--- src/rtl/out_display_pkg.sv ---
// Shared types and constants for the out_display block: converter FSM
// states, datapath widths and the seven-segment glyph table.
package out_display_pkg;

    localparam int BCD_W   = 12;
    localparam int SHIFT_W = 20;
    localparam int CNT_W   = 4;

    typedef enum logic [1:0] {
        ST_IDLE   = 2'd0,
        ST_SHIFT  = 2'd1,
        ST_COMMIT = 2'd2
    } conv_state_e;

    // Segment order is {g,f,e,d,c,b,a}, active-high
    localparam logic [6:0] SEG_0     = 7'h3F;
    localparam logic [6:0] SEG_1     = 7'h06;
    localparam logic [6:0] SEG_2     = 7'h5B;
    localparam logic [6:0] SEG_3     = 7'h4F;
    localparam logic [6:0] SEG_4     = 7'h66;
    localparam logic [6:0] SEG_5     = 7'h6D;
    localparam logic [6:0] SEG_6     = 7'h7D;
    localparam logic [6:0] SEG_7     = 7'h07;
    localparam logic [6:0] SEG_8     = 7'h7F;
    localparam logic [6:0] SEG_9     = 7'h6F;
    localparam logic [6:0] SEG_BLANK = 7'h00;

    // Glyph for a BCD digit; non-decimal codes show nothing
    function automatic logic [6:0] seg_lookup(input logic [3:0] nibble);
        logic [6:0] seg;
        case (nibble)
            4'd0:    seg = SEG_0;
            4'd1:    seg = SEG_1;
            4'd2:    seg = SEG_2;
            4'd3:    seg = SEG_3;
            4'd4:    seg = SEG_4;
            4'd5:    seg = SEG_5;
            4'd6:    seg = SEG_6;
            4'd7:    seg = SEG_7;
            4'd8:    seg = SEG_8;
            4'd9:    seg = SEG_9;
            default: seg = SEG_BLANK;
        endcase
        return seg;
    endfunction

endpackage

--- src/rtl/seg7_decode.sv ---
// Combinational seven-segment decoder with a blanking override.
module seg7_decode
    import out_display_pkg::*;
(
    input  logic [3:0] nibble,
    input  logic       blank,
    output logic [6:0] segments
);

    // Blanking takes priority over the glyph lookup
    always_comb begin
        segments = blank ? SEG_BLANK : seg_lookup(nibble);
    end

endmodule

--- src/rtl/out_display.sv ---
// CPU output-port consumer: one-deep capture buffer with sticky overrun,
// sequential double-dabble binary-to-BCD converter, and a multiplexed
// 3-digit seven-segment display with leading-zero blanking.
module out_display
    import out_display_pkg::*;
#(
    parameter int REFRESH_DIV = 1024
) (
    input  logic             clk,
    input  logic             reset,
    input  logic             out_valid,
    input  logic [7:0]       out_data,
    output logic [BCD_W-1:0] value_bcd,
    output logic [2:0]       digit_sel,
    output logic [6:0]       segments,
    output logic             busy,
    output logic             overrun
);

    localparam int REF_W = (REFRESH_DIV > 2) ? $clog2(REFRESH_DIV) : 1;
    localparam logic [REF_W-1:0] REF_LAST = REF_W'(REFRESH_DIV - 1);

    conv_state_e        state_q, state_d;
    logic [7:0]         pending_q, pending_d;
    logic               pending_full_q, pending_full_d;
    logic               overrun_q, overrun_d;
    logic [SHIFT_W-1:0] shift_q, shift_d;
    logic [CNT_W-1:0]   count_q, count_d;
    logic [BCD_W-1:0]   value_bcd_q, value_bcd_d;
    logic [REF_W-1:0]   ref_cnt_q, ref_cnt_d;
    logic [1:0]         index_q, index_d;

    logic               consume;
    logic [SHIFT_W-1:0] adjusted;
    logic [3:0]         sel_nibble;
    logic               sel_blank;

    // The converter takes the buffered byte whenever it is idle
    assign consume = (state_q == ST_IDLE) && pending_full_q;

    // Capture buffer: newest byte wins; losing an unconsumed byte is sticky
    always_comb begin
        pending_d      = pending_q;
        pending_full_d = pending_full_q;
        overrun_d      = overrun_q;
        if (out_valid) begin
            pending_d      = out_data;
            pending_full_d = 1'b1;
            if (pending_full_q && !consume) begin
                overrun_d = 1'b1;
            end
        end else if (consume) begin
            pending_full_d = 1'b0;
        end
    end

    // Add-3 correction on each BCD nibble before the shift
    always_comb begin
        adjusted = shift_q;
        for (int i = 0; i < 3; i++) begin
            if (shift_q[8 + 4*i +: 4] >= 4'd5) begin
                adjusted[8 + 4*i +: 4] = shift_q[8 + 4*i +: 4] + 4'd3;
            end
        end
    end

    // Converter next state: load, eight shifts, then publish the BCD field
    always_comb begin
        state_d     = state_q;
        shift_d     = shift_q;
        count_d     = count_q;
        value_bcd_d = value_bcd_q;
        case (state_q)
            ST_IDLE: begin
                if (pending_full_q) begin
                    shift_d = {12'b0, pending_q};
                    count_d = '0;
                    state_d = ST_SHIFT;
                end
            end
            ST_SHIFT: begin
                shift_d = {adjusted[SHIFT_W-2:0], 1'b0};
                count_d = count_q + 4'd1;
                if (count_q == 4'd7) begin
                    state_d = ST_COMMIT;
                end
            end
            ST_COMMIT: begin
                value_bcd_d = shift_q[SHIFT_W-1:8];
                state_d     = ST_IDLE;
            end
            default: begin
                state_d = ST_IDLE;
            end
        endcase
    end

    // Refresh divider: each digit stays lit for REFRESH_DIV cycles
    always_comb begin
        ref_cnt_d = ref_cnt_q + 1'b1;
        index_d   = index_q;
        if (ref_cnt_q == REF_LAST) begin
            ref_cnt_d = '0;
            index_d   = (index_q == 2'd2) ? 2'd0 : index_q + 2'd1;
        end
    end

    // All state registers; reset aborts any conversion in flight
    always_ff @(posedge clk) begin
        if (reset) begin
            state_q        <= ST_IDLE;
            pending_q      <= '0;
            pending_full_q <= 1'b0;
            overrun_q      <= 1'b0;
            shift_q        <= '0;
            count_q        <= '0;
            value_bcd_q    <= '0;
            ref_cnt_q      <= '0;
            index_q        <= '0;
        end else begin
            state_q        <= state_d;
            pending_q      <= pending_d;
            pending_full_q <= pending_full_d;
            overrun_q      <= overrun_d;
            shift_q        <= shift_d;
            count_q        <= count_d;
            value_bcd_q    <= value_bcd_d;
            ref_cnt_q      <= ref_cnt_d;
            index_q        <= index_d;
        end
    end

    // Digit mux with leading-zero blanking on hundreds and tens
    always_comb begin
        sel_nibble = value_bcd_q[3:0];
        sel_blank  = 1'b0;
        case (index_q)
            2'd1: begin
                sel_nibble = value_bcd_q[7:4];
                sel_blank  = (value_bcd_q[11:8] == 4'd0) && (value_bcd_q[7:4] == 4'd0);
            end
            2'd2: begin
                sel_nibble = value_bcd_q[11:8];
                sel_blank  = (value_bcd_q[11:8] == 4'd0);
            end
            default: begin
                sel_nibble = value_bcd_q[3:0];
                sel_blank  = 1'b0;
            end
        endcase
    end

    seg7_decode u_seg7_decode (
        .nibble   (sel_nibble),
        .blank    (sel_blank),
        .segments (segments)
    );

    assign value_bcd = value_bcd_q;
    assign digit_sel = 3'b001 << index_q;
    assign busy      = (state_q != ST_IDLE) || pending_full_q;
    assign overrun   = overrun_q;

endmodule

--- config.mk ---
export PLATFORM = sky130hd
export DESIGN_NAME = out_display
export DESIGN_NICKNAME = d
export VERILOG_FILES = /design/src/rtl/out_display_pkg.sv /design/src/rtl/seg7_decode.sv /design/src/rtl/out_display.sv
export SDC_FILE = /design/constraint.sdc
export NUM_CORES = 1
export LEC_CHECK = 0
export CORE_ASPECT_RATIO = 0.75
export CORE_MARGIN = 2
export CORE_UTILIZATION = 35
export CTS_CLUSTER_DIAMETER = 100
export CTS_CLUSTER_SIZE = 14
export DETAILED_ROUTE_END_ITERATION = 10
export DONT_BUFFER_PORTS = 1
export SYNTH_ARGS = -nofsm -noshare
export SYNTH_HDL_FRONTEND = slang
export SYNTH_SLANG_ARGS = --single-unit
--- constraint.sdc ---
create_clock -name clk -period 2.1 [get_ports clk]
set_input_delay 0.42 -clock clk [delete_from_list [all_inputs] [get_ports clk]]
set_output_delay 0.42 -clock clk [all_outputs]
set_load 0.05 [all_outputs]
==> summary.md <==
| Metric | Value |
|---|---|
| Skew final | 0.00941 ns |
| Placeable core region | around 0.0079 sq mm |
| Worst reg2reg path startpoint | shift_q[9]$_SDFFE_PP0P_ |
| P_leak | 1.44 nW |
| Most used flip-flop cell after synthesis | sky130_fd_sc_hd__dfxtp_1 |
| Top Ports | 35 |
| Area growth, synth to finish | 30.8% |
| Number of buffers added on ports | 0 |
| Overall via count from detail_route | around 2500 |
| Critical path peak fanout | 5 |
| Synthesized-area fraction occupied by ao, oa, aoi and oai cells | between 10% and 20% |
| Violated checks | setup timing |
| Placed wire-length estimate after detailed placement | 4430 um |
| Summed instance area of the synthesized netlist | between 0.002 and 0.003 sq mm |
| Number of cells on the worst hold path | 1 |
| Post-synth top area share | roughly 42% |
| Aggregate routed wire length | 6580 um |
| Count of mapped cells out of synthesis | ~350 |
| Min-delay worst type | input port to register |
| Worst Hold Margin | 0.138 ns |
| Minimum clock period | between 2 and 3 ns |
| Initial antenna violation count | 0 |
| Sequential fraction of the synthesis area | a little over two fifths |
| Power share of the clock group | 42.9% |
| Data arrival, critical path | between 2 and 2.5 ns |
| Mean cell area of the mapped netlist | roughly 8.2 sq um |
| Adder and majority cell fraction of the synthesized area | ~6.6% |
| Biggest area contributors in the synthesized netlist | sky130_fd_sc_hd__dfxtp_1, sky130_fd_sc_hd__a21oi_1, sky130_fd_sc_hd__nor2_1 |
| Startpoint of the lowest-slack hold path | reset |
| EDFF count, synth | 0 |
| Mux cell area share after synthesis | 3.88% |
| Vertical die dimension | 82.0 um |
| Antenna diode count | 0 |
| Power density of the placed cells | roughly 610 mW/mm^2 |
| Capture instance of the worst register-to-register path | shift_q[10]$_SDFFE_PP0P_ |
| R2r setup slk | approximately 0.57 ns |
| Worst Slack Setup Final | -0.535 ns |
| Filler instances | between 700 and 800 |
| Number of failing hold endpoints at the final stage | 0 |
| Worst ir drop on vdd | roughly 240 uV |
| Number of distinct library cell variants in the gate-level netlist after synthesis | 38 |
| Iter 0 DRT Violations | ~170 |
| Internal power | between 1.5 and 2 mW |
| Sequential share of power | between 50% and 60% |
| Number of nets in the synthesized netlist | about 370 |
| Combinational Power Share | between 4 and 5% |
| Clock root cell | sky130_fd_sc_hd__clkbuf_8 |
| Post-synthesis cell type with the largest combined area | sky130_fd_sc_hd__dfxtp_1 |
| Die area | approximately 0.0088 sq mm |
| Clock tree from TritonCTS | done |
| Status | complete, but fails checks |
| Wire length per cell | between 10 and 15 um |
| Net switching power | 0.588 mW |
| Routed via count divided by cell count | roughly 5.0 |
| Final Wtd Congestion | roughly 0.87 |
| DIE WIDTH | between 100 and 150 um |
| Critical Path Start Type | register |
| Final #Nets | 412 |
| Type of the setup path with the least slack | register to primary output |
| Main combinational cell family by area after synthesis | simple AND/OR/NAND/NOR gates |
| Data required time of the critical path | about 1.7 ns |
| Antenna-violating nets left | 0 |
| Via count of the first global-routing pass | approximately 2400 |
| Yosys Warn Count | 0 |
| TritonCTS Buffers | 9 |
| Async S/R FF share, synth | 0% |
| Achievable clock frequency | ~380 MHz |
| DRT Pass-1 Iters | 4 |
| Post-place setup slack | -0.247 ns |
| Crit end category | primary output |
| Initial Util | ~36% |
| Endpoint, Worst Hold | value_bcd[11]$_SDFFE_PP0N_ |
| Largest net degree at the start of global routing | 55 |
| Share of the synthesized netlist area taken by xor and xnor gates | roughly 4% |
| Clk Latency, worst-skew pair | ~0.34 ns |
| Final Max Slew Viols | 0 |
| Number of violations of the max-capacitance limit | 0 |
| Number of storage elements in the synthesis netlist | 60 |
| Clock slew seen by the registers of the worst setup and hold paths | roughly 0.080 ns |
| Sink Count | 60 |
| Final Cycle Share | 125% |
| Global-route wire length before repair | 10800 um |
| Final count of negative-setup-slack endpoints | 7 |
| Fraction of layout instances using a drive strength above 1 | 25.8% |
| Bufs on Longest Clock Path | 2 |
| Number of placement rows | 28 |
| Residual DRC | 0 |
| Relative slew margins | 65.5% |
| Switching part of the total power | 26.1% |
| Total gr overflow | 0 |
| Tightest Pin Transition | about 0.52 ns |
| Simple-Gate Fraction of Synth Area | 23.9% |
| RSZ-0062 raised after global routing | true |
| Worst R2R Path Depth | 7 |
| Maximum level of the CTS H-tree | 3 |
| Total GRT Usage | 15.4% |
## cells by family after synthesis
group,count (synthesis)
AOI/OAI and AO/OA,72
xor gates and xnor gates,13
adders and majority gates,15
buffers and inverters,28
DFF,60
muxes,11
and+or+nand+nor,149
## stage by stage
stage / TNS, ns / total power [mW] / cells / instance area (sq um) / utilization [%]
after floorplan: -1.61 / 1.32 / 348 / 2980 / -
after global placement: -0.937 / 1.31 / 475 / 3390 / 43.0
after detailed placement: -1.21 / 1.32 / 475 / 3390 / 43.0
after CTS: -3.42 / 2.29 / 493 / 3610 / 45.9
after global routing: -4.15 / 2.37 / 496 / 3710 / 47.1
final: -3.49 / 2.25 / 496 / 3710 / 47.1
## power by group through the flow
stage / Sequential (mW) / Clock [mW] / Combinational [mW]
floorplan: 1.21 / 0 / 0.113
global placement: 1.21 / 0 / 0.103
detailed placement: 1.21 / 0 / 0.105
CTS: 1.18 / 0.997 / 0.106
global route: 1.19 / 1.06 / 0.120
finish: 1.18 / 0.967 / 0.104
## area by class of cell
cell class | instances | area (sq um) | area share, %
Clock buffer | 10 | 138 | 3.71
Clock inverter | 6 | 47.5 | 1.28
Inverter | 11 | 43.8 | 1.18
Tap cell | 105 | 131 | 3.54
Timing Repair Buffer | 44 | 422 | 11.4
Multi-Input combinational cell | 260 | 1710 | 46.2
Sequential cell | 60 | 1210 | 32.7
## what timing repair did
item / 4_1_cts / 5_1_grt
endpoints found under the hold margin: 0 / 0
endpoints found under the setup margin: 7 / 7
hold buffers: 0 / 0
buffers inserted: 2 / 3
pin swaps: 4 / 8
resized for setup: 8 / 19
## flip-flops by register name (all words and copies together) (netlist names)
signal          flops
shift_q            20
value_bcd          12
ref_cnt_q          10
pending_q           8
count_q             4
index_q             2
state_q             2
overrun             1
pending_full_q      1
## placed cells by master, fill, tap and decap left out, types with 6 or more instances in the layout
| cell type | netlist | final |
|---|---|---|
| sky130_fd_sc_hd__a21oi_1 | 42 | 37 |
| sky130_fd_sc_hd__a22oi_1 | 11 | 7 |
| sky130_fd_sc_hd__buf_12 | 0 | 7 |
| sky130_fd_sc_hd__buf_4 | 3 | 36 |
| sky130_fd_sc_hd__clkbuf_8 | 0 | 10 |
| sky130_fd_sc_hd__dfxtp_1 | 60 | 54 |
| sky130_fd_sc_hd__ha_1 | 15 | 9 |
| sky130_fd_sc_hd__inv_1 | 11 | 7 |
| sky130_fd_sc_hd__mux2i_1 | 11 | 11 |
| sky130_fd_sc_hd__nand2_1 | 48 | 48 |
| sky130_fd_sc_hd__nand3_1 | 13 | 13 |
| sky130_fd_sc_hd__nor2_1 | 53 | 46 |
| sky130_fd_sc_hd__o21ai_0 | 10 | 8 |
| sky130_fd_sc_hd__xnor2_1 | 6 | 6 |
| sky130_fd_sc_hd__xor2_1 | 7 | 7 |
## synth_stat cells, drive strengths merged (2+ instances only)
| cell | instances |
|---|---|
| a21o | 3 |
| a21oi | 42 |
| a22oi | 11 |
| a31oi | 3 |
| and2 | 3 |
| buf | 9 |
| clkbuf | 8 |
| dfxtp | 60 |
| ha | 15 |
| inv | 11 |
| mux2i | 11 |
| nand2 | 48 |
| nand2b | 6 |
| nand3 | 13 |
| nand4 | 3 |
| nor2 | 54 |
| nor3 | 6 |
| nor4 | 5 |
| nor4b | 2 |
| o21ai | 10 |
| or2 | 2 |
| or3 | 2 |
| xnor2 | 6 |
| xor2 | 7 |
## how the worst max path moves through the flow
stage	startpoint	end	slack (ns)	cells past startpoint
3_5_place_dp	index_q[1]$_SDFFE_PP0P_	segments[5]	-0.25	9
6_report	index_q[0]$_SDFFE_PP0P_	segments[5]	-0.53	9
4_1_cts	index_q[0]$_SDFFE_PP0P_	segments[0]	-0.52	9
3_3_place_gp	index_q[1]$_SDFFE_PP0P_	segments[5]	-0.19	9
2_1_floorplan	index_q[0]$_SDFFE_PP0P_	segments[5]	-0.30	8
5_1_grt	index_q[0]$_SDFFE_PP0P_	segments[0]	-0.63	9
## worst max-delay path, stage by stage (launching register included)
cell,delay (ns)
sky130_fd_sc_hd__dfxtp_4,0.39
sky130_fd_sc_hd__inv_4,0.05
sky130_fd_sc_hd__ha_4,0.18
sky130_fd_sc_hd__a22oi_2,0.18
sky130_fd_sc_hd__a21o_1,0.17
sky130_fd_sc_hd__inv_2,0.06
sky130_fd_sc_hd__ha_4,0.14
sky130_fd_sc_hd__or3_4,0.39
sky130_fd_sc_hd__a21oi_4,0.16
sky130_fd_sc_hd__buf_12,0.15
## routing by layer
| layer | routed length [um] | vias to the layer above | track usage [%] |
|---|---|---|---|
| met5 | 0 | - | 0 |
| met4 | 95 | 0 | 7.05 |
| met3 | 245 | 9 | 4.13 |
| met2 | 3060 | 39 | 24.5 |
| met1 | 3180 | 1154 | 19.7 |
| li1 | - | 1257 | - |
Note: power is estimated with default switching activity, not from simulation.
